File: config.mk
export PLATFORM = sky130hd
export DESIGN_NAME = key_input_conditioner
export DESIGN_NICKNAME = d
export VERILOG_FILES = /design/src/rtl/key_input_conditioner.sv
export SDC_FILE = /design/constraint.sdc
export NUM_CORES = 1
export LEC_CHECK = 0
export BUFFER_PORTS_ARGS = -buffer_cell sky130_fd_sc_hd__buf_2
export CORE_AREA = 8 8 78 80
export CTS_BUF_LIST = sky130_fd_sc_hd__clkbuf_8
export CTS_CLUSTER_SIZE = 8
export DETAILED_ROUTE_END_ITERATION = 8
export DIE_AREA = 0 0 86 88
export PLACE_DENSITY = 0.88
export SYNTH_ARGS = -nofsm -noshare
export SYNTH_HDL_FRONTEND = slang
export SYNTH_SLANG_ARGS = --single-unit
File: constraint.sdc
create_clock -name CLK -period 2.8 [get_ports CLK]
set_clock_uncertainty 0.1 [all_clocks]
set_input_delay 0.56 -clock CLK [delete_from_list [all_inputs] [get_ports CLK]]
set_output_delay 0.56 -clock CLK [all_outputs]
set_load 0.1 [all_outputs]
File: src/rtl/key_input_conditioner.sv
// rtl/key_input_conditioner.sv - synchronise, debounce and validate the 14 active-low calculator keys
// Emits one registered single-cycle event per accepted single-key press; multi-key presses lock out.
module key_input_conditioner #(
  parameter int DEBOUNCE_CYCLES = 2,
  parameter int CNT_W           = 8
) (
  input  logic       CLK,
  input  logic       RST,
  input  logic [9:0] push,
  input  logic       plus,
  input  logic       minus,
  input  logic       equal,
  input  logic       ce,
  output logic       digit_valid,
  output logic [3:0] digit,
  output logic       plus_pulse,
  output logic       minus_pulse,
  output logic       equal_pulse,
  output logic       ce_pulse,
  output logic       multi_lock
);

  typedef enum logic [2:0] {
    IDLE     = 3'd0,
    DEBOUNCE = 3'd1,
    HELD     = 3'd2,
    RELEASE  = 3'd3,
    LOCK     = 3'd4
  } state_t;

  localparam logic [CNT_W-1:0] CNT_MAX = CNT_W'(DEBOUNCE_CYCLES);
  localparam logic [CNT_W-1:0] CNT_ONE = CNT_W'(1);

  logic [13:0] raw;
  logic [13:0] sync1;
  logic [13:0] sync2;
  logic [13:0] pressed;
  logic [13:0] latched_hot;
  logic        any_key;
  logic        one_key;
  logic        many_keys;
  logic        match;
  logic [3:0]  enc_idx;

  state_t          state;
  state_t          state_n;
  logic [CNT_W-1:0] cnt;
  logic [CNT_W-1:0] cnt_n;
  logic [3:0]      key_idx;
  logic [3:0]      key_idx_n;
  logic            fire;

  logic       digit_valid_n;
  logic [3:0] digit_n;
  logic       plus_pulse_n;
  logic       minus_pulse_n;
  logic       equal_pulse_n;
  logic       ce_pulse_n;
  logic       multi_lock_n;

  assign raw = {ce, equal, minus, plus, push};

  // Released level is 1, so the synchroniser resets to "nothing pressed".
  always_ff @(posedge CLK or negedge RST) begin
    if (!RST) begin
      sync1 <= '1;
      sync2 <= '1;
    end else begin
      sync1 <= raw;
      sync2 <= sync1;
    end
  end

  assign pressed     = ~sync2;
  assign any_key     = |pressed;
  assign one_key     = any_key && ((pressed & (pressed - 14'd1)) == 14'd0);
  assign many_keys   = any_key && !one_key;
  assign latched_hot = 14'd1 << key_idx;
  assign match       = (pressed == latched_hot);

  always_comb begin
    enc_idx = 4'd0;
    for (int i = 0; i < 14; i++) begin
      if (pressed[i]) begin
        enc_idx = 4'(i);
      end
    end
  end

  always_ff @(posedge CLK or negedge RST) begin
    if (!RST) begin
      state   <= IDLE;
      cnt     <= '0;
      key_idx <= 4'd0;
    end else begin
      state   <= state_n;
      cnt     <= cnt_n;
      key_idx <= key_idx_n;
    end
  end

  always_comb begin
    state_n   = state;
    cnt_n     = cnt;
    key_idx_n = key_idx;
    fire      = 1'b0;
    case (state)
      IDLE: begin
        if (one_key) begin
          key_idx_n = enc_idx;
          cnt_n     = CNT_ONE;
          state_n   = DEBOUNCE;
        end else if (many_keys) begin
          cnt_n   = CNT_ONE;
          state_n = LOCK;
        end
      end
      DEBOUNCE: begin
        if (many_keys) begin
          cnt_n   = CNT_ONE;
          state_n = LOCK;
        end else if (match) begin
          if (cnt >= CNT_MAX) begin
            fire    = 1'b1;
            state_n = HELD;
          end else begin
            cnt_n = cnt + CNT_ONE;
          end
        end else begin
          state_n = IDLE;
        end
      end
      HELD: begin
        if (!any_key) begin
          cnt_n   = CNT_ONE;
          state_n = RELEASE;
        end
      end
      RELEASE, LOCK: begin
        // Any activity restarts the quiet-time count so release bounce cannot re-arm.
        if (any_key) begin
          cnt_n = CNT_ONE;
        end else if (cnt >= CNT_MAX) begin
          state_n = IDLE;
        end else begin
          cnt_n = cnt + CNT_ONE;
        end
      end
      default: begin
        state_n = IDLE;
        cnt_n   = '0;
      end
    endcase
  end

  always_comb begin
    digit_valid_n = fire && (key_idx < 4'd10);
    plus_pulse_n  = fire && (key_idx == 4'd10);
    minus_pulse_n = fire && (key_idx == 4'd11);
    equal_pulse_n = fire && (key_idx == 4'd12);
    ce_pulse_n    = fire && (key_idx == 4'd13);
    digit_n       = digit_valid_n ? key_idx : digit;
    multi_lock_n  = (state_n == LOCK);
  end

  always_ff @(posedge CLK or negedge RST) begin
    if (!RST) begin
      digit_valid <= 1'b0;
      digit       <= 4'd0;
      plus_pulse  <= 1'b0;
      minus_pulse <= 1'b0;
      equal_pulse <= 1'b0;
      ce_pulse    <= 1'b0;
      multi_lock  <= 1'b0;
    end else begin
      digit_valid <= digit_valid_n;
      digit       <= digit_n;
      plus_pulse  <= plus_pulse_n;
      minus_pulse <= minus_pulse_n;
      equal_pulse <= equal_pulse_n;
      ce_pulse    <= ce_pulse_n;
      multi_lock  <= multi_lock_n;
    end
  end

endmodule
== Word-level counts from Yosys, hierarchy flattened ==
Cells that the tools add are included.
Cells by class
  add/subtract/negate cells: 2
  $lt $le $gt $ge: 2
  equal/unequal tests: 13
  shifts and indexed selects: 1
  muxes and demuxes: 34
  bitwise logic cells: 2
  reductions and logical operators: 14
Operator list (count)
  8-bit two-way mux: 7
  4-bit two-way mux: 12
  8-bit one-hot mux with 4 select lines: 1
  3-bit two-way mux: 8
  4-bit == test, second input constant: 4
  14-bit bitwise AND: 1
  14-bit == test: 1
  14-bit logical NOT: 1
  14-bit inverter: 1
  14-bit OR reduction: 1
  1-bit by 4-bit << shifter with 14-bit output, first input constant: 1
  14-bit by 1-bit subtractor with 14-bit output, second input constant: 1
  3-bit one-hot mux with 4 select lines: 1
  8-bit by 1-bit adder with 8-bit output, second input constant: 1
  8-bit by 2-bit >= comparator with 1-bit output, second input constant: 1
  1-bit logical AND: 7
  3-bit by 2-bit == test with 1-bit output, second input constant: 2
  3-bit == test, second input constant: 2
  3-bit inequality test, second input constant: 2
  1-bit two-way mux: 5
  4-bit < comparator, second input constant: 1
  3-bit by 1-bit == test with 1-bit output, second input constant: 1
  3-bit logical NOT: 1
  3-bit AND reduction: 1
  4 further kinds: 4
Word-level totals
  register bits: 53
  bits of input ports: 16
  output and inout bits: 10

== Depth between registers and ports, before layout ==
  word-level depth: 14
  mapped depth: 9

== Worst setup path after synthesis ==
Ideal clock, no wire load.
  path kind: register to register
  from: reg sync2[3]
  to: reg key_idx[0]
  setup time: 128 ps
  arrival: 2475 ps
  path slack: 97 ps
  stages on the path, launching flop included: 9
  clock period less this slack: 2703 ps
  path through: dfstp_2 > clkbuf_1 > nand4_1 > or4_1 > nand3_1 > nand4b_1 > nor4_1 > and2b_1 > mux2_1
Between the ends
  word-level cells in the longest chain between the ends: 12
  elaborated cells on any way between the ends: 18
  classes of those cells: add/sub: 1; mux: 11; bitwise: 2; reduce/logical: 4
RTL lines
  from (decl): RTL line 36  | logic [13:0] sync2;
  from (signal assigned): RTL line 70  | sync2 <= sync1;
  14-bit inverter (*): RTL line 74  | assign pressed = ~sync2;
  parallel branches: the longest is 11 deep, another holds 14-bit by 1-bit subtractor with 14-bit output
  to (signal assigned): RTL line 98  | key_idx <= key_idx_n;
  to (decl): RTL line 49  | logic [3:0] key_idx;
Mark *: on every way between the ends.
A chain may end at the register's enable or synchronous reset.

== Worst setup path in the final report ==
  from: reg key_idx[0]
  to: reg cnt[2]
Between the ends
  word-level cells in the longest chain between the ends: 4
RTL lines
  1-bit by 4-bit << shifter with 14-bit output: RTL line 78  | assign latched_hot = 14'd1 << key_idx;
  14-bit == test: RTL line 79  | assign match = (pressed == latched_hot);
  3-bit inequality test (no line)
  3-bit AND reduction (no line)
  to (signal assigned): RTL line 97  | cnt <= cnt_n;
  to (decl): RTL line 47  | logic [CNT_W-1:0] cnt;
Every way passes these cells.

==> impl_metrics.csv <==
group,metric,value,unit
routing,drc,0,
clock_tree,clk_latency,0.30,ns
cells_and_area,final_layout_size_suffix_gt1_share,35.9,%
routing,vias,2122,
synth,synth_area_leaders,"dfstp_2 (28%), dfrtp_1 (24%), nor2_1 (2.9%)",
die,die_area,7570,um2
power,p_leak,1.32,nW
die,die_y,88,um
synth,synth_mux_area_share,3.73,%
worst_setup_path,reg2reg_from,"key_idx[0]$_DFFE_PN0P_",
sta,max_slew_margin,51.0,%
cells_and_area,ff_latch_area,1370,um2
synth,synth_cells,245,
routing,viasPerCell,5.89,
power,p_per_area,431,nW/um2
synth,yosys.area.top_type_share,28.5,%
routing,drtAntennaViolNets,0,
min_path,hold_class,"in -> async",
cells_and_area,n_fill_cell,376,
outcome,status,"finished, final reports clean",
cells_and_area,nets,307,
placement,place_hpwl,4220,um
synth,synth.avg_cell_area,10.5,um2
die,placementRows,26,
power,p_total,1.31,mW
clock_tree,clkSinkCount,53,
cells_and_area,antennaDiodeCount,0,
synth,yosysTopAreaCell,"dfstp_2",
synth,synth_fp_nets,263,
global_route,grt_pass1_wl,9560,um
synth,ys_warn_count,0,
routing,routed_wl,5770,um
sta,max_slew.worst_pin.slew,0.729,ns
placement,place_area,2900,um2
synth,ys_seq_area_share,52.7,%
synth,synth_top_family_by_area,"simple AND/OR/NAND/NOR gates",
synth,netlist_area,2580,um2
global_route,track_usage,15.9,%
routing,avgRoutedWirePerCell,16.0,um
clock_tree,clk_pin_slew,0.09,ns
placement,io_buffer_count,25,
sta,min_period_over_period,97.8,%
worst_setup_path,worst-endpoint-required,2.88,ns
sta,min_period,2.74,ns
die,core-area,4910,um2
global_route,grt_max_degree,32,
sta,hold_viol,0,
worst_setup_path,worstSetupEndpointType,"flop",
run,max_cap_violations,0,
worst_setup_path,timing.rr.end,"cnt[2]$_DFFE_PN0P_",
clock_tree,cts_made_buffers,5,
worst_setup_path,crit_type,"reg -> reg",
die,io_pins,26,
synth,synth-adder-area-share,1.36,%
die,fp.dieW,86,um
clock_tree,cts-root-buf,"clkbuf_8",
routing,drt_iter0_markers,296,
synth,synth_compound_area_share,13.6,%
clock_tree,clk_path_buf_depth,2,
worst_setup_path,max_stage_delay,0.52,ns
sta,finalSetupViolations,0,
clock_tree,htreeDepth,2,
clock_tree,cts_tree,"yes",
worst_setup_path,cp.arrival,2.82,ns
placement,place_congestion,0.935,
global_route,grt_pass1_vias,2043,
power,irDropWorstVdd,389,uV
synth,ys.flop_type,"dfstp_2",
synth,synth-edff-count,0,
worst_setup_path,start_kind,"flop",
worst_setup_path,cpMaxStageDelayCell,"or4_1",
clock_tree,postCtsHoldBufs,0,
sta,fmax,0.365,GHz
synth,synth_xor_xnor_area_share,0.339,%
synth,yosys.area_share.simple,24.8,%
worst_setup_path,reg2reg_depth,10,
sta,finalMaxSlewViolations,0,
synth,synth-seq-cells,53,
cells_and_area,stdcell_area,3050,um2
worst_setup_path,crit_path_frequent_cell,"buf_4",
worst_setup_path,r2r_setup_slack,0.06,ns
cells_and_area,synthToLayoutAreaGrowth,18.1,%
global_route,antenna_found_initial,0,
die,start_util,52.6,%
synth,synth_async_sr_flop_share,100,%
global_route,grt_overflow_total,0,
routing,drt_pre_antenna_iters,5,
worst_setup_path,cp_max_fo,5,
synth,synth_cell_types,60,
cells_and_area,multi_input_area,1150,um2
worst_setup_path,worstPathCellList,"buf_4, or2_1, o211a_1, o32ai_1, nor4_1, buf_4, or4_1, buf_4, a31oi_1, nor2_1",
## power breakdown
| group | internal, mW | switching [mW] |
|---|---|---|
| clock | 0.175 | 0.238 |
| combinational | 0.0344 | 0.0437 |
| sequential | 0.803 | 0.0205 |
| total | 1.01 | 0.303 |
## worst max-delay path by stage
stage	from	endpoint	slack (ns)	cells past startpoint
2_1_floorplan	sync2[3]$_DFF_PN1_	key_idx[0]$_DFFE_PN0P_	0.1	8
3_3_place_gp	key_idx[0]$_DFFE_PN0P_	digit[0]$_DFFE_PN0P_	0.14	7
3_5_place_dp	key_idx[0]$_DFFE_PN0P_	digit[0]$_DFFE_PN0P_	0.04	7
4_1_cts	sync2[2]$_DFF_PN1_	key_idx[1]$_DFFE_PN0P_	0.02	7
5_1_grt	key_idx[0]$_DFFE_PN0P_	ce_pulse$_DFF_PN0_	-0.01	8
6_report	key_idx[0]$_DFFE_PN0P_	cnt[2]$_DFFE_PN0P_	0.06	10
## cells in the mapped netlist, types with 3 or more instances
library cell	number
nand2_1	16
mux2i_1	4
or4_1	3
nand4_1	3
dfrtp_1	25
o32ai_1	5
o21ai_0	9
nor2_1	20
dfstp_2	28
and4_1	3
a21oi_1	14
nor4b_1	3
a2bb2oi_1	3
nand3_1	4
buf_2	3
nor4_1	5
clkbuf_1	12
nor2b_1	7
and2_1	4
o211ai_1	3
nor3_1	7
and3_1	3
mux2_1	4
a31oi_1	4
inv_1	8
## critical path: cells and delay by family (launching register included)
| family | cells | cell delay [ns] |
|---|---|---|
| buffers and inverters | 3 | 0.47 |
| AND/OR/NAND/NOR | 4 | 0.92 |
| flip-flops | 1 | 0.45 |
| AO/OA/AOI/OAI | 3 | 0.68 |
## cells by family after synthesis
family | Yosys count
buf+inv | 23
fa+ha+maj | 3
xor+xnor | 1
compound gates | 53
flops | 53
mux | 9
simple gates | 103
## registers in the layout, indices dropped and copies added (netlist names)
name / count
sync1: 14
sync2: 14
cnt: 8
digit: 4
key_idx: 4
state: 3
ce_pulse: 1
digit_valid: 1
equal_pulse: 1
minus_pulse: 1
multi_lock: 1
plus_pulse: 1
## per-stage QoR
| step | hold slack (ns) | TNS (ns) | util, % | setup slack [ns] | std cells |
|---|---|---|---|---|---|
| 2_1_floorplan | 0.164 | 0 | - | 0.0971 | 245 |
| 3_3_place_gp | 0.245 | 0 | 59.0 | 0.138 | 347 |
| 3_5_place_dp | 0.247 | 0 | 59.0 | 0.0391 | 347 |
| 4_1_cts | 0.203 | 0 | 60.8 | 0.0233 | 355 |
| 5_1_grt | 0.214 | -0.0278 | 62.1 | -0.0146 | 360 |
| 6_report | 0.195 | 0 | 62.1 | 0.0628 | 360 |
## per-layer routing
metal  track usage [%]  share of wire [%]
met5                 0                  0
met3              3.56                6.2
met4              10.0                3.4
met1              19.0                 43
met2              25.5                 47
## layout by cell type, fill, tap and decap left out, drive strengths merged, types with 5 or more instances in the layout
cell / count
o21ai: 9
o32ai: 5
dfstp: 28
clkbuf: 5
inv: 10
nand2: 17
dfrtp: 25
buf: 52
nor4b: 5
nor4: 6
nor3: 7
a21oi: 14
nor2b: 7
mux2: 5
nor2: 20
## repair_timing
action / in CTS / in global routing
endpoints found under the setup margin: 0 / 17
gates resized for setup: 0 / 9
setup buffers: 0 / 5
## cell type report
cell class / instances / share of cell area [%]
Clock buffer: 5 / 2.26
Clock inverter: 3 / 0.616
Inverter: 8 / 0.985
Multi-Input combinational cell: 169 / 37.7
Sequential cell: 53 / 44.8
Tap cell: 70 / 2.87
Timing Repair Buffer: 52 / 10.8
Note: power is estimated with default switching activity, not from simulation.
